`config.mk`:
```
export PLATFORM = sky130hd
export DESIGN_NAME = vid_timing_gen
export DESIGN_NICKNAME = d
export VERILOG_FILES = /design/src/rtl/vid_timing_gen.sv
export SDC_FILE = /design/constraint.sdc
export NUM_CORES = 1
export LEC_CHECK = 0
export ABC_AREA = 1
export CAP_MARGIN = 20
export CORE_ASPECT_RATIO = 0.5
export CORE_MARGIN = 2
export CORE_UTILIZATION = 40
export CTS_CLUSTER_SIZE = 28
export DETAILED_ROUTE_END_ITERATION = 6
export HOLD_SLACK_MARGIN = 0.1
export MAX_ROUTING_LAYER = met4
export PLACE_DENSITY_LB_ADDON = 0.15
export SYNTH_ARGS = -nofsm -noshare
export SYNTH_HDL_FRONTEND = slang
export SYNTH_SLANG_ARGS = --single-unit
```
`constraint.sdc`:
```
create_clock -name pxl_clk -period 2.1 [get_ports pxl_clk]
set_clock_uncertainty 0.1 [all_clocks]
set_input_delay 0.42 -clock pxl_clk [delete_from_list [all_inputs] [get_ports pxl_clk]]
set_output_delay 0.42 -clock pxl_clk [all_outputs]
set_load 0.1 [all_outputs]
```
`src/rtl/vid_timing_gen.sv`:
```
// vid_timing_gen: raster timing generator for the DVI/HDMI transmit path.
// Produces pixel coordinates, DE, HSYNC/VSYNC, vertical blanking and
// line/frame strobes for any CEA/VESA mode. All outputs leave through an
// OUT_DELAY-deep clock-enabled register pipeline so they can be lined up with
// downstream pipeline latency.
//
// Optional feature macro: VTG_FRAME_COUNT_EN
//   defined   -> frame_cnt port and completed-frame counter are present
//   undefined -> no frame_cnt port; everything else identical
//
// Reset is synchronous, active-high, and dominates ce.

module vid_timing_gen #(
    parameter int H_ACTIVE  = 640,
    parameter int H_FRONT   = 16,
    parameter int H_SYNC    = 96,
    parameter int H_BACK    = 48,
    parameter int V_ACTIVE  = 480,
    parameter int V_FRONT   = 10,
    parameter int V_SYNC    = 2,
    parameter int V_BACK    = 33,
    parameter int HSYNC_POL = 0,
    parameter int VSYNC_POL = 0,
    parameter int CW        = 10,
    parameter int OUT_DELAY = 1,
    parameter int FC_W      = 16
) (
    input  logic          pxl_clk,
    input  logic          rst,
    input  logic          ce,
    output logic [CW-1:0] x,
    output logic [CW-1:0] y,
    output logic          de,
    output logic          hsync,
    output logic          vsync,
    output logic          vblank,
    output logic          line_start,
    output logic          frame_start
`ifdef VTG_FRAME_COUNT_EN
    ,
    output logic [FC_W-1:0] frame_cnt
`endif
);

    localparam int H_TOTAL   = H_ACTIVE + H_FRONT + H_SYNC + H_BACK;
    localparam int V_TOTAL   = V_ACTIVE + V_FRONT + V_SYNC + V_BACK;
    localparam int HS_BEGIN  = H_ACTIVE + H_FRONT;
    localparam int HS_FINISH = HS_BEGIN + H_SYNC;
    localparam int VS_BEGIN  = V_ACTIVE + V_FRONT;
    localparam int VS_FINISH = VS_BEGIN + V_SYNC;

    // Compare constants sized to the counters so every decode compare is CW wide.
    localparam logic [CW-1:0] H_LAST      = CW'(H_TOTAL - 1);
    localparam logic [CW-1:0] V_LAST      = CW'(V_TOTAL - 1);
    localparam logic [CW-1:0] H_ACT_C     = CW'(H_ACTIVE);
    localparam logic [CW-1:0] V_ACT_C     = CW'(V_ACTIVE);
    localparam logic [CW-1:0] HS_BEGIN_C  = CW'(HS_BEGIN);
    localparam logic [CW-1:0] HS_FINISH_C = CW'(HS_FINISH);
    localparam logic [CW-1:0] VS_BEGIN_C  = CW'(VS_BEGIN);
    localparam logic [CW-1:0] VS_FINISH_C = CW'(VS_FINISH);

    localparam logic HS_ON = (HSYNC_POL != 0);
    localparam logic VS_ON = (VSYNC_POL != 0);

    // Configuration sanity: reject modes the counters or pipeline cannot represent.
    generate
        if (H_ACTIVE < 1 || H_FRONT < 1 || H_SYNC < 1 || H_BACK < 1 ||
            V_ACTIVE < 1 || V_FRONT < 1 || V_SYNC < 1 || V_BACK < 1) begin : g_bad_timing
            $error("vid_timing_gen: every horizontal and vertical timing field must be >= 1");
        end
        if (CW < 1 || CW > 62 ||
            longint'(H_TOTAL) > (64'd1 << CW) ||
            longint'(V_TOTAL) > (64'd1 << CW)) begin : g_bad_cw
            $error("vid_timing_gen: CW cannot hold H_TOTAL-1 and V_TOTAL-1");
        end
        if (OUT_DELAY < 1) begin : g_bad_delay
            $error("vid_timing_gen: OUT_DELAY must be >= 1");
        end
        if (FC_W < 1) begin : g_bad_fcw
            $error("vid_timing_gen: FC_W must be >= 1");
        end
    endgenerate

    typedef struct packed {
        logic [CW-1:0] x;
        logic [CW-1:0] y;
        logic          de;
        logic          hsync;
        logic          vsync;
        logic          vblank;
        logic          line_start;
        logic          frame_start;
    } sample_t;

    // Value every pipeline stage takes under reset: blank, syncs deasserted.
    localparam sample_t RST_SAMPLE = '{
        x:           '0,
        y:           '0,
        de:          1'b0,
        hsync:       ~HS_ON,
        vsync:       ~VS_ON,
        vblank:      1'b0,
        line_start:  1'b0,
        frame_start: 1'b0
    };

    logic [CW-1:0] h_cnt;
    logic [CW-1:0] v_cnt;
    logic          hs_active;
    logic          vs_active;
    sample_t       dec;
    sample_t       pipe [OUT_DELAY];

    // Raster position: x runs across the line, y steps at end of each line.
    always_ff @(posedge pxl_clk) begin
        if (rst) begin
            h_cnt <= '0;
            v_cnt <= '0;
        end else if (ce) begin
            if (h_cnt == H_LAST) begin
                h_cnt <= '0;
                v_cnt <= (v_cnt == V_LAST) ? '0 : v_cnt + 1'b1;
            end else begin
                h_cnt <= h_cnt + 1'b1;
            end
        end
    end

    // hsync window is purely horizontal.
    assign hs_active = (h_cnt >= HS_BEGIN_C) && (h_cnt < HS_FINISH_C);

    // vsync edges follow the hsync leading edge, so the pulse spans the tail of
    // the first sync line, any whole lines between, and the head of the line
    // where it ends: exactly V_SYNC full line periods.
    assign vs_active = ((v_cnt == VS_BEGIN_C) && (h_cnt >= HS_BEGIN_C)) ||
                       ((v_cnt >  VS_BEGIN_C) && (v_cnt <  VS_FINISH_C)) ||
                       ((v_cnt == VS_FINISH_C) && (h_cnt < HS_BEGIN_C));

    // Decode the current raster position into one output sample.
    always_comb begin
        dec             = RST_SAMPLE;
        dec.x           = h_cnt;
        dec.y           = v_cnt;
        dec.de          = (h_cnt < H_ACT_C) && (v_cnt < V_ACT_C);
        dec.hsync       = hs_active ? HS_ON : ~HS_ON;
        dec.vsync       = vs_active ? VS_ON : ~VS_ON;
        dec.vblank      = (v_cnt >= V_ACT_C);
        dec.line_start  = (h_cnt == '0);
        dec.frame_start = (h_cnt == '0) && (v_cnt == '0);
    end

    // Output pipeline: all stages advance together on ce and flush on reset.
    always_ff @(posedge pxl_clk) begin
        if (rst) begin
            for (int i = 0; i < OUT_DELAY; i++) begin
                pipe[i] <= RST_SAMPLE;
            end
        end else if (ce) begin
            pipe[0] <= dec;
            for (int i = 1; i < OUT_DELAY; i++) begin
                pipe[i] <= pipe[i-1];
            end
        end
    end

    assign x           = pipe[OUT_DELAY-1].x;
    assign y           = pipe[OUT_DELAY-1].y;
    assign de          = pipe[OUT_DELAY-1].de;
    assign hsync       = pipe[OUT_DELAY-1].hsync;
    assign vsync       = pipe[OUT_DELAY-1].vsync;
    assign vblank      = pipe[OUT_DELAY-1].vblank;
    assign line_start  = pipe[OUT_DELAY-1].line_start;
    assign frame_start = pipe[OUT_DELAY-1].frame_start;

`ifdef VTG_FRAME_COUNT_EN
    // frame_start about to enter the final stage; counting it here keeps
    // frame_cnt aligned with the frame_start it belongs to.
    logic fs_into_last;
    logic fs_seen;

    generate
        if (OUT_DELAY == 1) begin : g_fs_direct
            assign fs_into_last = dec.frame_start;
        end else begin : g_fs_piped
            assign fs_into_last = pipe[OUT_DELAY-2].frame_start;
        end
    endgenerate

    // Count completed frames; the first frame_start after reset opens frame 0.
    always_ff @(posedge pxl_clk) begin
        if (rst) begin
            frame_cnt <= '0;
            fs_seen   <= 1'b0;
        end else if (ce && fs_into_last) begin
            if (fs_seen) begin
                frame_cnt <= frame_cnt + 1'b1;
            end
            fs_seen <= 1'b1;
        end
    end
`endif

endmodule

```
# After elaboration in Yosys (flattened, before gate mapping)
# Memory sizes are Yosys's and may differ from the RTL's.
# Cells that the tools add are included.
# op_classes
addsub,2
mul,0
n_div,0
magnitude_cmp,8
n_eq_ne,4
n_shift,0
n_mux,11
n_bitwise,0
n_reduce_logical,12
# op_table
operator,count
10-bit < comparator (second input constant),3
26-bit 2-to-1 mux,1
26-bit OR reduction,1
10-bit by 1-bit adder with 10-bit output (second input constant),2
10-bit == test (second input constant),2
10-bit by 9-bit == test with 1-bit output (second input constant),2
10-bit zero test,2
10-bit by 9-bit < comparator with 1-bit output (second input constant),2
10-bit 2-to-1 mux,2
10-bit >= comparator (second input constant),1
10-bit by 9-bit >= comparator with 1-bit output (second input constant),1
10-bit by 9-bit > comparator with 1-bit output (second input constant),1
1-bit 2-to-1 mux,8
1-bit logical AND,6
1-bit logical OR,2
2-bit AND reduction,1
# word_totals
reg_bits,20
latch_bits,0
ramBits,26
rom_bits,0
in_bits,3
out_inout_bits,26
word_cells,40
n_memories,1
# mem_list
memory,depth,width,read_ports,rd_ports_with_merged_regs,wr,line_no,text
pipe,1,26,1,0,1,112,sample_t pipe [OUT_DELAY];

# Longest topological paths before layout
# depth
word_depth,6
ltp_mapped,9
mapped_depth_nobuf,9

# Least setup slack after synthesis
# No wires, ideal clock.
# synth_path
path_kind,input to register
start,input rst
end,memory pipe[0][0] (netlist name) (enable)
setup_time_ns,0.384
t_arrival_ns,1.255
required_ns,1.616
path_slack_ns,0.361
path_stages,3
path_buffers,1
cell_sequence,buf_2 inv_2 nand2_1
# synth_between
elab_chain_len,4
word_cells_on_any_way,6
cone_classes,5 x mux; 1 x reduce/logical
# synth_lines
item,line_no,text
"start, declared",29,"input logic rst,"
1-bit 2-to-1 mux,154,if (rst) begin
1-bit 2-to-1 mux (implied by the code),159,pipe[0] <= dec;
26-bit OR reduction (no source line),-,
1-bit 2-to-1 mux (no source line) (*),-,
"end, declared",112,
# Mark *: on every way between the ends. The rest lies on a longest branch, timed or not.

==> results.yml <==
synth:
  ys_seq_area_share_pct: 52.5
  synth_cell_types: 26
  syn-num-nets: 286
  netlist_area_um2: 2250
  yosys_register_bits: 46
  yosysTopAreaCellShare_pct: 34.7
  synthCells: 278
  synth.avg_cell_area_um2: 8.09
  yosys_warnings: 0
  synth.largest_area_cell: "edfxtp_1"
  synth_top_cells_by_area: "edfxtp_1 (35%), dfxtp_1 (18%), nand2_1 (12%), nor2_1 (9.7%), inv_1 (5.0%)"
power:
  p_total_mw: 1.76
  vdd_ir_drop_max_mv: 0.351
  leakage_nw: 1.11
  power_density_nw_per_um2: 662
timing:
  setup-tns-final_ps: 0
  tightest_slew_ps: 319
  final_hold_violating_endpoints: 0
  maxClockFrequency_ghz: 0.588
  final-setup-viol-count: 0
  post-route-min-period_ps: 1700
  grt_setup_unrepaired: "no"
  worst_slew_margin_rel_pct: 78.7
  fin_worst_hold_slack_ps: 425
  finalWorstSetupSlack_ps: 399
  drv_slew: 0
  final.period_utilization_pct: 81.0
grt:
  grt_usage_pct: 17.7
  antenna_found_initial: 0
  grt_overflow: 0
  grt_pass1_wl_um: 8140
  largest_net_degree_at_the_start_of_global_routing: 24
  first_global_vias: 1720
worst_setup_path:
  cp_max_fo: 7
  cpMaxStageDelayCell: "clkdlybuf4s50_1"
  timing.setup.critical_path_class: "in2reg"
  nature_of_the_critical_path_endpoint: "register"
  worst_ep_required_time_ps: 2210
  cp_data_arrival_time_ps: 1810
  slowest_delay_ps: 650
  worst_setup_path_start_kind: "input pin"
  cp_cell_sequence: "clkdlybuf4s50_1 -> nand3_1 -> nor2_1 -> nand2_1 -> nor2_1 -> nand2_1 -> nand2_1 -> nor2_1"
clocking:
  clock_path_buffers: 2
  insertion_delay_ps: 300
  tritoncts_num_sinks: 46
  postCtsSetupBuffers: 0
  root_buffer_master: "clkbuf_8"
  total_cts_buffers: 5
  cts_tree: "done"
  hold_buffers: 0
  clock_tree.htree_level_count: 2
  cts.clk_slew.worst_paths_ps: 80
  resized_after_cts: 0
final_layout:
  final_layout_size_suffix_gt1_share_pct: 16.5
  fin_cells: 388
  antenna-diode-count: 0
  number_of_nets_in_the_final_layout: 322
  area_delta_synth_final_pct: 18.6
place:
  globalplace.congestion: 0.937
  placement.setup.worst_slack_ps: 120
  dpl.cell_count: 380
  io_buffers: 28
  place_hpwl_um: 3580
die:
  floorplan.initialDensity_pct: 41.3
  floorplan.rows: 19
  die_area_um2: 6270
  die_h_um: 57.0
  core-area_um2: 5440
  die_width_um: 110
  io-pin-count: 29
detailed_routing:
  drtIter0Drc: 136
  drt_wl_total_um: 4720
  final_antenna_net_count: 0
  wl_per_cell_um: 12.2
  post-route-drc-count: 0
  num_vias: 1840
  firstDrtPassIters: 4
  route.detailed.vias_per_inst: 4.74
job:
  timing.max_cap.violations: 0
worst_hold_path:
  hp-class: "reg2reg"
status:
  outcome: "completed"
-- placed cells by master, fill, tap and decap left out, types with 4 or more instances in the layout --
master	instances
nor3_1	7
nand4_1	6
nand3_1	14
o21ai_0	5
ha_1	5
edfxtp_1	26
dfxtp_1	20
clkbuf_8	5
nand2_1	74
buf_4	30
nor2_1	58
inv_2	4
xor2_1	4
inv_1	30
a21oi_1	7
-- routing by layer --
metal | track usage, % | vias up | part of all wire (%)
li1 | - | 965 | -
met1 | 25.0 | 828 | 50
met2 | 24.6 | 42 | 43
met3 | 4.91 | 5 | 6.0
met4 | 5.24 | 0 | 0.72
met5 | - | - | 0
-- power by group --
part	internal, mW	total [mW]	leakage [nW]	switching [mW]
Combinational	0.0494	0.265	0.620	0.216
Clock	0.229	0.516	0.0426	0.287
Sequential	0.974	0.983	0.447	0.00926
Total	1.25	1.76	1.11	0.511
-- worst paths after layout --
kind	startpoint	end	slack, ps	depth (start not counted)
worst max-delay path	ce	h_cnt[9]	400	8
worst min-delay path	h_cnt[7]	h_cnt[7]	430	2
worst min register to register	h_cnt[7]	h_cnt[7]	430	2
worst max register to register	h_cnt[0]	v_cnt[0]	470	8
-- kinds of logic after synthesis --
kind of cell | Yosys count | synth area share [%]
compound gates | 13 | 3.06
xor+xnor | 4 | 1.56
fa+ha+maj | 5 | 2.78
buf+inv | 39 | 6.79
flops | 46 | 52.5
simple gates | 171 | 33.3
-- synth_stat cells --
library cell / n
inv_2: 4
or2_2: 1
buf_2: 4
nor2_1: 58
nand2_2: 2
inv_1: 30
ha_1: 5
nor2_2: 1
nor3_1: 7
a21oi_1: 7
nand3_1: 14
nand2_4: 1
dfxtp_1: 20
nor3_2: 1
nor3b_1: 1
nand4_1: 6
nand2_1: 74
xor2_1: 4
nor4_1: 1
nor2_4: 2
edfxtp_1: 26
nand3_2: 1
o21ai_0: 5
nand3_4: 1
o311ai_0: 1
clkinv_2: 1
-- registers in the layout, summed over array words and instances (netlist names) --
register / flops
h_cnt: 10
v_cnt: 10
pipe: 26
-- critical path: cells and delay by family --
family                 cells  cell delay (ps)
buffers and inverters      1              650
AND/OR/NAND/NOR            7              730
-- cell type report --
type,count,area (um2)
fill,524,2780
sequential,46,1180
multi-input combinational,193,915
timing repair buffer,33,265
inverter,35,133
tap,73,91.3
clock buffer,6,72.6
clock inverter,2,8.76
-- metrics by stage --
step           utilization, %  instance area (um2)
6_report                 49.0                 2670
5_1_grt                  49.0                 2670
4_1_cts                  49.0                 2670
3_5_place_dp             47.5                 2580
3_3_place_gp             47.5                 2580
2_1_floorplan               -                 2250
Power figures use the tool's default switching activity.
